--- src/rtl/quad_pkg.sv ---
// Shared types, Gray-code constants and the transition classifier for the
// quadrature step decoder.
package quad_pkg;

  typedef enum logic {
    FILL = 1'b0,
    RUN  = 1'b1
  } state_e;

  localparam logic [1:0] Q00 = 2'b00;
  localparam logic [1:0] Q10 = 2'b10;
  localparam logic [1:0] Q11 = 2'b11;
  localparam logic [1:0] Q01 = 2'b01;

  typedef struct packed {
    logic valid;
    logic dir;
    logic illegal;
  } step_t;

  // Pairs are {a, b}; "up" walks 00 -> 10 -> 11 -> 01 -> 00.
  function automatic step_t decode_step(input logic [1:0] prev, input logic [1:0] cur);
    step_t      res;
    logic [1:0] up_next;
    logic [1:0] dn_next;
    res = '0;
    case (prev)
      Q00:     up_next = Q10;
      Q10:     up_next = Q11;
      Q11:     up_next = Q01;
      default: up_next = Q00;
    endcase
    case (prev)
      Q00:     dn_next = Q01;
      Q01:     dn_next = Q11;
      Q11:     dn_next = Q10;
      default: dn_next = Q00;
    endcase
    if (cur == up_next) begin
      res.valid = 1'b1;
      res.dir   = 1'b1;
    end else if (cur == dn_next) begin
      res.valid = 1'b1;
      res.dir   = 1'b0;
    end else if (cur != prev) begin
      res.illegal = 1'b1;
    end
    return res;
  endfunction

endpackage

--- src/rtl/quadrature_step_decoder_filter.sv ---
// One encoder channel: metastability synchroniser followed by a
// run-length glitch filter with a direct-load path used during FILL.
module quad_glitch_filter #(
  parameter int SYNC_STAGES = 2,
  parameter int FILTER_LEN  = 3
) (
  input  logic clock,
  input  logic reset_n,
  input  logic raw_i,
  input  logic load_i,
  output logic filt_o,
  output logic filt_next_o
);

  logic [SYNC_STAGES-1:0] sync_q, sync_d;
  logic [3:0]             cnt_q, cnt_d;
  logic                   filt_q, filt_d;
  logic                   sync_bit;

  // A load takes the value the last sync stage captures on this same edge,
  // so the filter and synchroniser agree as soon as RUN begins.
  always_comb begin
    sync_d   = {sync_q[SYNC_STAGES-2:0], raw_i};
    sync_bit = sync_q[SYNC_STAGES-1];
    cnt_d    = '0;
    filt_d   = filt_q;
    if (load_i) begin
      filt_d = sync_d[SYNC_STAGES-1];
    end else if (sync_bit != filt_q) begin
      if (cnt_q == 4'(FILTER_LEN - 1)) begin
        filt_d = sync_bit;
      end else begin
        cnt_d = cnt_q + 4'd1;
      end
    end
  end

  always_ff @(posedge clock or negedge reset_n) begin
    if (!reset_n) begin
      sync_q <= '0;
      cnt_q  <= '0;
      filt_q <= 1'b0;
    end else begin
      sync_q <= sync_d;
      cnt_q  <= cnt_d;
      filt_q <= filt_d;
    end
  end

  assign filt_o      = filt_q;
  assign filt_next_o = filt_d;

endmodule

--- src/rtl/quadrature_step_decoder.sv ---
// Quadrature A/B front end: filtered channels feed a FILL/RUN FSM and a
// Gray-code decoder producing registered step, direction and sticky error.
module quadrature_step_decoder #(
  parameter int SYNC_STAGES = 2,
  parameter int FILTER_LEN  = 3
) (
  input  logic clock,
  input  logic reset_n,
  input  logic enc_a,
  input  logic enc_b,
  input  logic clear_err_i,
  output logic step_o,
  output logic up_down_o,
  output logic err_o
);

  import quad_pkg::*;

  localparam int FILL_W = $clog2(SYNC_STAGES) + 1;

  state_e            state_q, state_d;
  logic [FILL_W-1:0] fill_cnt_q, fill_cnt_d;
  logic [1:0]        prev_q, prev_d;
  logic              step_q, step_d;
  logic              up_down_q, up_down_d;
  logic              err_q, err_d;
  logic              load;
  logic              fa, fb, fa_next, fb_next;
  step_t             dec;

  quad_glitch_filter #(
    .SYNC_STAGES(SYNC_STAGES),
    .FILTER_LEN (FILTER_LEN)
  ) u_filt_a (
    .clock      (clock),
    .reset_n    (reset_n),
    .raw_i      (enc_a),
    .load_i     (load),
    .filt_o     (fa),
    .filt_next_o(fa_next)
  );

  quad_glitch_filter #(
    .SYNC_STAGES(SYNC_STAGES),
    .FILTER_LEN (FILTER_LEN)
  ) u_filt_b (
    .clock      (clock),
    .reset_n    (reset_n),
    .raw_i      (enc_b),
    .load_i     (load),
    .filt_o     (fb),
    .filt_next_o(fb_next)
  );

  // Illegal-transition set is applied after clear so that set wins.
  always_comb begin
    state_d    = state_q;
    fill_cnt_d = fill_cnt_q;
    prev_d     = prev_q;
    step_d     = 1'b0;
    up_down_d  = up_down_q;
    err_d      = err_q;
    load       = 1'b0;
    dec        = decode_step(prev_q, {fa, fb});
    if (clear_err_i) begin
      err_d = 1'b0;
    end
    case (state_q)
      FILL: begin
        fill_cnt_d = fill_cnt_q + FILL_W'(1);
        if (fill_cnt_q == FILL_W'(SYNC_STAGES - 1)) begin
          load    = 1'b1;
          prev_d  = {fa_next, fb_next};
          state_d = RUN;
        end
      end
      RUN: begin
        prev_d = {fa, fb};
        if (dec.valid) begin
          step_d    = 1'b1;
          up_down_d = dec.dir;
        end
        if (dec.illegal) begin
          err_d = 1'b1;
        end
      end
      default: state_d = FILL;
    endcase
  end

  always_ff @(posedge clock or negedge reset_n) begin
    if (!reset_n) begin
      state_q    <= FILL;
      fill_cnt_q <= '0;
      prev_q     <= Q00;
      step_q     <= 1'b0;
      up_down_q  <= 1'b1;
      err_q      <= 1'b0;
    end else begin
      state_q    <= state_d;
      fill_cnt_q <= fill_cnt_d;
      prev_q     <= prev_d;
      step_q     <= step_d;
      up_down_q  <= up_down_d;
      err_q      <= err_d;
    end
  end

  assign step_o    = step_q;
  assign up_down_o = up_down_q;
  assign err_o     = err_q;

endmodule

--- config.mk ---
export PLATFORM = sky130hd
export DESIGN_NAME = quadrature_step_decoder
export DESIGN_NICKNAME = d
export VERILOG_FILES = /design/src/rtl/quad_pkg.sv /design/src/rtl/quadrature_step_decoder_filter.sv /design/src/rtl/quadrature_step_decoder.sv
export SDC_FILE = /design/constraint.sdc
export NUM_CORES = 1
export LEC_CHECK = 0
export BUFFER_PORTS_ARGS = -buffer_cell sky130_fd_sc_hd__buf_2
export CORE_MARGIN = 2
export CORE_UTILIZATION = 30
export CTS_BUF_LIST = sky130_fd_sc_hd__clkbuf_2
export DETAILED_ROUTE_END_ITERATION = 12
export SLEW_MARGIN = 20
export SYNTH_ARGS = -nofsm -noshare
export SYNTH_HDL_FRONTEND = slang
export SYNTH_SLANG_ARGS = --single-unit
--- constraint.sdc ---
create_clock -name clock -period 3.9 [get_ports clock]
set_clock_uncertainty 0.15 [all_clocks]
set_input_delay 0.195 -clock clock [delete_from_list [all_inputs] [get_ports clock]]
set_output_delay 0.195 -clock clock [all_outputs]
set_load 0.02 [all_outputs]
Word level (Yosys, flattened, before mapping)
Cells that the tools add are included.
{ "word_totals": {"regBits": 22, "inputBits": 5, "output_inout_bits": 3, "elab_cells": 59} }
{ "classes": {"addsub": 3, "eq_ne": 12, "n_mux": 29, "bitwise": 1, "reduce_logical": 2} }
{ "op_table": {"columns": ["operator", "count"], "rows": [
  ["$mux 4", 6],
  ["$mux 1", 17],
  ["$pmux 2 s3", 2],
  ["$add 4x1->4 const B", 2],
  ["$eq 4x2->1 const B", 2],
  ["$mux 2", 3],
  ["$eq 2x1->1 const B", 2],
  ["$eq 2x2->1", 2],
  ["$eq 2x2->1 const B", 2],
  ["$pmux 2 s2", 1],
  ["$add 2x1->2 const B", 1],
  ["$logic_not 2->1", 1],
  ["$ne 1x1->1", 2],
  ["$ne 2x2->1", 1],
  ["$ne 2x2->1 const B", 1],
  ["$reduce_and 2->1", 1],
  ["$not 1->1", 1]
]} }

Longest topological paths before layout
Gate-level depths: netlist (run 1).
{ "depth": {"depth_word": 7, "depth_mapped": 6, "depth_no_buf": 5} }

Hierarchy
Synthesis (run 1) repeated with hierarchy kept, for this count alone.
{ "unflattened": {"hier_cells": 78, "area_unflattened_um2": 959.7} }
{ "modules_own_cells": {"columns": ["module", "n_inst", "cells_per_inst", "area_each_um2", "seq_area_each_um2"], "rows": [
  ["quad_glitch_filter", 2, 22, 291.5, 175.2],
  ["quadrature_step_decoder", 1, 34, 376.6, 201.4]
]} }

Least setup slack after synthesis (run 1)
No wires, ideal clock.
{ "synth_timing": {"path_kind": "reg2reg", "start": "reg u_filt_b.cnt_q[0]", "end": "reg u_filt_b.filt_q, in the netlist u_filt_b.filt_o", "setup_ns": 0.132, "arrival_time_ns": 1.143, "required_time_ns": 3.618, "setup_slack_ns": 2.475, "stages_incl_launch_ff": 6, "n_path_buf": 0, "synth_period_minus_slack_ns": 1.425, "path_cell_list": "dfrtp_1 -> inv_1 -> ha_1 -> or3b_1 -> mux2i_1 -> a21oi_1"} }
{ "synth_via": {"elab_chain_cells": 4} }
{ "synth_lines": {"columns": ["item", "line_no", "source"], "rows": [
  ["from (decl)", "quadrature_step_decoder_filter.sv:16", "logic [3:0] cnt_q, cnt_d;"],
  ["from (signal assigned)", "quadrature_step_decoder_filter.sv:45", "cnt_q <= cnt_d;"],
  ["$eq 4x2->1", "quadrature_step_decoder_filter.sv:30", "if (cnt_q == 4'(FILTER_LEN - 1)) begin"],
  ["$mux 1", "quadrature_step_decoder_filter.sv:30", null],
  ["$mux 1", "quadrature_step_decoder_filter.sv:29", "end else if (sync_bit != filt_q) begin"],
  ["$mux 1", "quadrature_step_decoder_filter.sv:27", "if (load_i) begin"],
  ["via fb_next", "quadrature_step_decoder.sv:28", "logic fa, fb, fa_next, fb_next;"],
  ["to (signal assigned)", "quadrature_step_decoder_filter.sv:46", "filt_q <= filt_d;"],
  ["to (decl)", "quadrature_step_decoder_filter.sv:17", "logic filt_q, filt_d;"]
]} }
The timed path passes the listed nets, and every way through them passes these cells.
A chain may end at the register's enable or synchronous reset.

Worst setup path in the final report (run 1)
{ "layout_timing": {"start": "reg u_filt_a.cnt_q[0]", "end": "reg u_filt_a.filt_q, in the netlist u_filt_a.filt_o"} }
{ "layout_via": {"elab_chain_cells": 4} }
{ "layout_lines": {"columns": ["item", "line_no"], "rows": [
  ["from (decl)", "quadrature_step_decoder_filter.sv:16"],
  ["from (signal assigned)", "quadrature_step_decoder_filter.sv:45"],
  ["$eq 4x2->1", "quadrature_step_decoder_filter.sv:30"],
  ["$mux 1", "quadrature_step_decoder_filter.sv:30"],
  ["$mux 1", "quadrature_step_decoder_filter.sv:29"],
  ["$mux 1", "quadrature_step_decoder_filter.sv:27"],
  ["via fa_next", "quadrature_step_decoder.sv:28"],
  ["to (signal assigned)", "quadrature_step_decoder_filter.sv:46"],
  ["to (decl)", "quadrature_step_decoder_filter.sv:17"]
]} }
The timed path passes the listed nets, and every way through them passes these cells.

==> results of run 1 <==
## power breakdown
part           internal [mW]  leakage (nW)  switching [mW]
clock network         0.0885        0.0266          0.0665
registers              0.295         0.266          0.0627
logic                  0.129         0.252           0.122
## Yosys cell counts
master,count,area (um^2)
xor2_1,2,17.5
or3b_4,1,11.3
ha_1,5,62.6
nand3_1,4,20.0
mux2i_1,4,40.0
or3b_1,1,8.76
or2_2,1,6.26
a21oi_1,4,20.0
nand2b_1,1,6.26
o21ai_0,4,20.0
o32ai_1,1,8.76
xnor2_2,1,16.3
clkbuf_1,1,3.75
buf_2,1,5.00
and3_1,2,12.5
clkbuf_2,1,5.00
nand2_1,3,11.3
inv_1,5,18.8
dfrtp_1,21,526
xnor2_1,9,78.8
buf_6,1,11.3
dfstp_2,1,26.3
nor2_1,9,33.8
## per-layer routing
| metal | vias to the layer above | GRT usage (%) | share of wire [%] |
|---|---|---|---|
| met5 | - | 0 | 0 |
| met4 | 0 | 4.66 | 2.0 |
| met3 | 2 | 3.84 | 2.2 |
| met2 | 7 | 15.1 | 47 |
| met1 | 287 | 9.85 | 49 |
| li1 | 290 | - | - |
## final cells by class
type,count,area (um^2)
clock buffers,3,15.0
clock inverters,1,30.0
fillers,326,1930
inverters,5,18.8
multi-input cells,52,374
flip-flops and latches,22,552
well taps,44,55.1
repair buffers,11,75.1
## state kept, by name, indices dropped and copies added (netlist names)
name,count
u_filt_b.sync_q,2
fill_cnt_q,2
u_filt_a.filt_o,1
u_filt_b.filt_o,1
step_o,1
err_o,1
u_filt_b.cnt_q,4
u_filt_a.cnt_q,4
prev_q,2
u_filt_a.sync_q,2
up_down_o,1
state_q,1
## worst max-delay path, cell delays in order (launching register included)
cell and delay [ns]:
dfrtp_1 0.46, inv_1 0.07, ha_1 0.13, or3b_4 0.38, mux2i_1 0.16, a21oi_1 0.08
## cells by family (layout without fill, tap and decap cells)
kind of cell / count (synthesis) / after routing / synth area share, %
AND/OR/NAND/NOR: 22 / 22 / 11.4
AO/OA/AOI/OAI: 9 / 9 / 5.03
multiplexers: 4 / 4 / 4.13
XOR/XNOR: 12 / 12 / 11.6
buffers and inverters: 9 / 20 / 4.51
flip-flops: 22 / 22 / 56.9
adder cells (fa/ha/maj): 5 / 5 / 6.45
## how the worst min path moves through the flow
stage | end | slack (ns) | cells past startpoint
4_1_cts | u_filt_a.cnt_q[2] | 0.16 | 2
5_1_grt | u_filt_a.cnt_q[2] | 0.17 | 2
3_3_place_gp | u_filt_a.cnt_q[2] | 0.03 | 1
6_report | u_filt_a.cnt_q[2] | 0.17 | 2
3_5_place_dp | u_filt_a.cnt_q[2] | 0.03 | 1
2_1_floorplan | err_o | -0.25 | 0
## repair_timing
action | 4_1_cts | 5_1_grt
hold buffers | 4 | 0
hold endpoints to repair | 25 | 0
resized for setup | 0 | 0
## metrics by stage
| stage | total power, mW | area [um^2] | hold slack (ns) | setup slack [ns] |
|---|---|---|---|---|
| after floorplan | 0.573 | 970 | -0.251 | 2.48 |
| after global placement | 0.606 | 1030 | 0.0342 | 2.43 |
| after detailed placement | 0.616 | 1030 | 0.0334 | 2.39 |
| after CTS | 0.777 | 1120 | 0.163 | 2.38 |
| after global routing | 0.825 | 1120 | 0.170 | 2.30 |
| final | 0.764 | 1120 | 0.165 | 2.39 |
## layout by cell type, fill, tap and decap left out, drive strengths merged
| master | instances |
|---|---|
| o21ai | 4 |
| xor2 | 2 |
| inv | 5 |
| dlygate4sd3 | 4 |
| nand3 | 4 |
| clkbuf | 3 |
| mux2i | 4 |
| nand2b | 1 |
| and3 | 2 |
| or2 | 1 |
| a21oi | 4 |
| or3b | 2 |
| nor2 | 9 |
| dfrtp | 21 |
| nand2 | 3 |
| buf | 7 |
| dfstp | 1 |
| xnor2 | 10 |
| o32ai | 1 |
| ha | 5 |
| bufinv | 1 |
==> flow_summary.yaml, run 1 <==
clock_tree:
  postCtsSetupRepairBufs: 0
  htreeDepth: 1
  cts_max_path_buffers: 2
  cts_inserted_buffers: 3
  clkTransAtPathRegs_ns: 0.22
  cts_tree: "yes"
  cts.sinks: 22
  clk_latency_ns: 0.32
  cts_root_buf: "clkbuf_2"
power_and_ir_drop:
  p_leak_nw: 0.545
  p_per_area_nw_per_um2: 682
  ir_drop_v: 0.000197
cells_and_area:
  fin_util_pct: 36.7
  finalNetCount: 105
  final_layout_size_suffix_gt1_share_pct: 16.0
  final_cells: 138
  antenna_cells: 0
  area_growth_pct: 15.5
placed_design:
  portBuffers: 7
  globalplace.congestion: 0.671
  dp_cells: 130
routing:
  wl_per_cell_um: 9.96
  vias: 586
  viasPerCell: 4.25
  final_antenna_net_count: 0
  first_pass_iters: 4
  drc: 0
  wl_um: 1380
  first_iter_violations: 9
synthesis:
  synth_seq_area_share_pct: 56.9
  synth_nets: 93
  syn_area_per_cell_um2: 11.7
  synth_cell_types: 23
  netlist_instances: 83
  synth.ff_latch_count: 22
  yosys_warnings: 0
  synthesis.area_um2: 970
sta:
  period_share_pct: 38.6
  setup_viol: 0
  slew_violations: 0
  hold_violations: 0
  min_period_ns: 1.51
  rsz0062_at_grt: "false"
  relSlewSlack_pct: 67.9
  worst_pin_slew_ns: 0.481
  final.setup.tns_ns: 0
  clock.fmax_mhz: 664
status:
  status: "finished, final reports clean"
critical_path:
  setup.worst_path.end_class: "register"
  r2r-end: "u_filt_a.filt_o"
  rr_startpoint: "u_filt_a.cnt_q[0]"
  worst-path-max-fanout: 4
  r2r_slack_ns: 2.39
  startpoint_type: "register"
  arrival_ns: 1.59
  critPathKind: "register to register"
  endpoint: "u_filt_a.filt_o"
  reg2reg_depth: 5
  required_ns: 3.99
  crit_start: "u_filt_a.cnt_q[0]"
grt:
  grt_max_degree: 23
  grt_pass1_vias: 557
  grt_antenna_before_repair: 0
  grt_remaining_overflow: 0
  grt_pass1_wl_um: 2370
  grt_util_all_layers_pct: 9.06
run:
  drv_cap: 0
die:
  io_pins: 8
  std_cell_rows: 20
  die_w_um: 60.9
  die_area_um2: 3700
  initial_utilization_pct: 31.8
  fp.coreArea_um2: 3050
  dieHeight_um: 60.9
worst_hold_path:
  min-delay-path-class: "primary input to asynchronous set/reset pin"
(Power assumes the default switching activity.)
==> run 2: changes to the inputs <==
clock period = 1.4 ns   (was 3.9 ns; I/O delays follow)
==> run 2 against run 1 <==
  * Register-to-register slack got worse by 2.5 ns
  * Sequential share of layout area down 2.1 points
  * Global-route usage grew 1.2 points
  * Worst setup slack got worse by 2.5 ns
  * Non-clock buffer count is 7 higher
  * Sequential power rose to 2.8 times the previous value
  * Critical path type unchanged
  * The flow now finishes with violations (negative setup slack)
  * Largest cell class unchanged
  * Critical endpoint is now u_filt_b.cnt_q[2]
  * Combinational power rose to 3.3 times the previous value
  * Critical path depth rose by 1
  * Final area is 4.4% higher
==> flow_summary.yaml, run 2 (synthesis results as in run 1) <==
routing:
  drc: 0
  wl_per_cell_um: 10.2
  final_antenna_net_count: 0
  wl_um: 1470
  viasPerCell: 4.23
  vias: 613
  first_pass_iters: 4
  first_iter_violations: 10
status:
  status: "finished with violations"
  violations: "negative setup slack"
cells_and_area:
  final_common_cell: "dfrtp_1"
  final_layout_size_suffix_gt1_share_pct: 24.8
  ff_latch_area_um2: 552
  finalNetCount: 112
  reg_top3: "u_filt_a.cnt_q: 4 flops, u_filt_b.cnt_q: 4 flops"
  final_cells: 145
  fillerInstances: 325
  layout_common_cells: "21 x dfrtp_1, 9 x nor2_1, 9 x xnor2_1"
  antenna_cells: 0
  multi_input_area_um2: 397
  area_growth_pct: 20.5
sta:
  relSlewSlack_pct: 68.3
  setup_viol: 5
  hold_violations: 0
  rsz0062_at_grt: "true"
  slew_violations: 0
  min_period_ns: 1.51
  period_share_pct: 108
  worst_pin_slew_ns: 0.476
  whs_ns: 0.0582
  fin_ws_ns: -0.109
  final.setup.tns_ns: -0.418
  clock.fmax_mhz: 663
grt:
  grt_max_degree: 23
  grt_antenna_before_repair: 0
  grt_util_all_layers_pct: 10.3
  grt_pass1_vias: 634
  grt_pass1_wl_um: 2740
  grt_remaining_overflow: 0
placed_design:
  portBuffers: 7
  globalplace.congestion: 0.695
  dp_cells: 135
  hpwl_um: 1080
  place_ws_ns: -0.0732
clock_tree:
  cts_max_path_buffers: 2
  cts_root_buf: "clkbuf_2"
  clkTransAtPathRegs_ns: 0.20
  cts_tree: "yes"
  cts_inserted_buffers: 3
  htreeDepth: 1
  clk_latency_ns: 0.31
  cts.sinks: 22
die:
  dieHeight_um: 60.9
  die_area_um2: 3700
  io_pins: 8
  std_cell_rows: 20
  fp.coreArea_um2: 3050
  die_w_um: 60.9
  initial_utilization_pct: 31.8
critical_path:
  required_ns: 1.47
  crit_chain: "inv_1 > ha_1 > or3b_4 > buf_4 > nand3_4 > nor2_1"
  slowest_stage: "dfrtp_1"
  setup.worst_path.end_class: "register"
  worst-path-max-fanout: 3
  arrival_ns: 1.58
  max_stage_delay_ns: 0.42
  startpoint_type: "register"
  critPathKind: "register to register"
power_and_ir_drop:
  p_leak_nw: 0.579
  p_per_area_nw_per_um2: 1770
  ir_drop_v: 0.000706
worst_hold_path:
  min-delay-path-class: "primary input to asynchronous set/reset pin"
run:
  drv_cap: 0
==> run 2: what timing repair did <==
item / CTS / global route
gates resized for setup: 2 / 2
hold buffers: 4 / 0
buffers inserted: 0 / 2
endpoints found under the hold margin: 25 / 0
pin swaps: 0 / 0
setup endpoints to repair: 8 / 8
==> run 2: final cells by class <==
cell class              count  area share (%)
clock buffers               3            1.28
flip-flops and latches     22            47.2
well taps                  44            4.71
repair buffers             18            10.9
multi-input cells          52            33.9
inverters                   5            1.61
clock inverters             1           0.321
==> run 2: path summary, 6_finish.rpt <==
| check | from | slack, ns | cells past startpoint | end |
|---|---|---|---|---|
| worst max register to register | u_filt_b.cnt_q[0] | -0.11 | 6 | u_filt_b.cnt_q[2] |
| worst min-delay path | reset_n | 0.06 | 2 | u_filt_b.cnt_q[3] |
| worst max-delay path | u_filt_b.cnt_q[0] | -0.11 | 6 | u_filt_b.cnt_q[2] |
| worst min register to register | u_filt_a.sync_q[0] | 0.29 | 0 | u_filt_a.sync_q[1] |
| max in group asynchronous | reset_n | 0.69 | 2 | up_down_o |
| min in group clock | enc_a | 0.23 | 2 | u_filt_a.sync_q[0] |
==> run 2: per-stage QoR <==
step           area (um^2)  power, mW  utilization, %
6_report              1170       2.07            38.3
5_1_grt               1170       2.27            38.3
4_1_cts               1140       2.04            37.4
3_5_place_dp          1070       1.78            35.2
3_3_place_gp          1070       1.73            35.2
2_1_floorplan          972       1.60               -
==> run 2: critical path: cells and delay by family (launching register included) <==
family                     cells  cell delay, ns
DFF                            1            0.42
and+or+nand+nor                3            0.50
adders and majority gates      1            0.14
buffers and inverters          2            0.21
==> run 2: where the power goes <==
| group | internal, mW | switching [mW] |
|---|---|---|
| sequential | 0.822 | 0.164 |
| clock | 0.0622 | 0.180 |
| combinational | 0.448 | 0.390 |
==> run 2: metal layers <==
metal	vias up	GRT usage [%]	share of wire, %
met5	-	0	0
met4	0	3.73	1.3
met3	2	3.20	4.0
met2	13	17.2	48
met1	294	12.6	47
li1	304	-	-
==> run 3: changes to the inputs <==
CORE_MARGIN = 3   (was 2)
SKIP_CTS_REPAIR_TIMING = 1   (was unset)
==> run 3 against run 2 <==
  * The run still ends with negative setup slack left
  * Critical endpoint is now u_filt_b.filt_o
  * Wire length down 3.3%
  * Largest power group unchanged
  * Sequential power about the same
  * Critical path type unchanged
  * Largest cell class unchanged
  * Die area up 6.7%
==> flow_summary.yaml, run 3 (synthesis results as in run 1) <==
power_and_ir_drop:
  switching_share_pct: 35.7
  pwr-share-comb_pct: 39.5
  ir_drop_v: 0.000713
  clock_power_share_pct: 12.2
  p_leak_nw: 0.572
  p_per_area_nw_per_um2: 1770
  power.internal_mw: 1.31
  power_frac_seq_pct: 48.3
  switchingPower_mw: 0.727
status:
  status: "finished with violations"
  violations: "negative setup slack"
sta:
  rsz0062_at_grt: "true"
  period_share_pct: 103
  whs_ns: 0.0363
  min_period_ns: 1.44
  clock.fmax_mhz: 696
  fin_ws_ns: -0.0367
  setup_viol: 5
  hold_violations: 0
  worst_pin_slew_ns: 0.485
  slew_violations: 0
  relSlewSlack_pct: 67.7
  final.setup.tns_ns: -0.125
routing:
  viasPerCell: 4.19
  wl_per_cell_um: 9.83
  first_pass_iters: 4
  first_iter_violations: 1
  vias: 608
  wl_um: 1430
  final_antenna_net_count: 0
  drc: 0
die:
  die_w_um: 62.9
  fp.coreArea_um2: 3080
  initial_utilization_pct: 31.5
  io_pins: 8
  std_cell_rows: 20
  die_area_um2: 3950
  dieHeight_um: 62.9
cells_and_area:
  area_growth_pct: 18.7
  final_layout_size_suffix_gt1_share_pct: 22.8
  reg_top3: "u_filt_a.cnt_q: 4 flops, u_filt_b.cnt_q: 4 flops"
  fin_util_pct: 37.4
  layout_common_cells: "21 x dfrtp_1, 9 x nor2_1, 9 x xnor2_1"
  final_common_cell: "dfrtp_1"
  finalNetCount: 112
  antenna_cells: 0
clock_tree:
  cts.sinks: 22
  clkTransAtPathRegs_ns: 0.21
  htreeDepth: 1
  cts_inserted_buffers: 3
  cts_tree: "yes"
  cts_max_path_buffers: 2
  cts_root_buf: "clkbuf_2"
  clk_latency_ns: 0.33
critical_path:
  critPathKind: "register to register"
  crit_chain: "inv_1 > ha_1 > or3b_4 > mux2i_1 > a21oi_1"
  max_stage_delay_ns: 0.42
  startpoint_type: "register"
  setup.worst_path.end_class: "register"
  required_ns: 1.50
  slowest_stage: "dfrtp_1"
  worst-path-max-fanout: 2
  arrival_ns: 1.53
grt:
  grt_pass1_vias: 599
  grt_antenna_before_repair: 0
  grt_remaining_overflow: 0
  grt_util_all_layers_pct: 8.06
  grt_pass1_wl_um: 2500
  grt_max_degree: 23
placed_design:
  portBuffers: 7
  hpwl_um: 1050
  globalplace.congestion: 0.723
worst_hold_path:
  min-delay-path-class: "primary input to asynchronous set/reset pin"
run:
  drv_cap: 0
==> run 3: cell counts in the layout (fill, tap and decap cells not counted) <==
No cell type changed its count.
==> run 3: final cells by class <==
type                       instances  area [um^2]
multi-input combinational         52          379
inverter                           5         18.8
fill                             310         1930
clock buffer                       3         15.0
clock inverter                     1         3.75
tap                               44         55.1
timing repair buffer              18          128
sequential                        22          552
==> run 3: worst max-delay path, delay by kind of cell, from the launching register on <==
kind	cells	cell delay, ns
multiplexers	1	0.15
AND/OR/NAND/NOR	1	0.38
AO/OA/AOI/OAI	1	0.08
buffers and inverters	1	0.06
adder cells (fa/ha/maj)	1	0.13
flip-flops	1	0.42
==> run 3: worst paths after layout <==
check,start,cells after the start,slack [ns],end
worst max-delay path,u_filt_b.cnt_q[0],5,-0.04,u_filt_b.filt_o
worst min-delay path,reset_n,2,0.04,u_filt_b.sync_q[0]
worst max register to register,u_filt_b.cnt_q[0],5,-0.04,u_filt_b.filt_o
worst min register to register,u_filt_b.sync_q[0],0,0.29,u_filt_b.sync_q[1]
max in group asynchronous,reset_n,2,0.71,up_down_o
min in group clock,enc_a,2,0.21,u_filt_a.sync_q[0]
==> run 3: stage by stage <==
stage,instance area [um^2],power [mW],instances,setup WS (ns)
global placement,1080,1.75,136,-0.0161
global route,1150,2.23,145,-0.127
finish,1150,2.04,145,-0.0367
detailed placement,1080,1.79,136,-0.0455
CTS,1100,2.05,140,-0.0608
floorplan,972,1.60,83,-0.0163
==> run 3: power by group through the flow <==
stage | Clock, mW | Sequential, mW | Combinational (mW)
after floorplan | 0 | 0.999 | 0.603
after CTS | 0.271 | 0.986 | 0.790
after global routing | 0.289 | 1.02 | 0.927
after global placement | 0 | 0.991 | 0.760
final | 0.248 | 0.985 | 0.805
after detailed placement | 0 | 0.995 | 0.791
==> run 3: routing by layer <==
metal  global-route usage (%)  part of all wire, %
met2                     12.8                   50
met4                     4.13                    0
met1                     9.92                   47
met3                     2.34                  3.2
met5                        0                    0
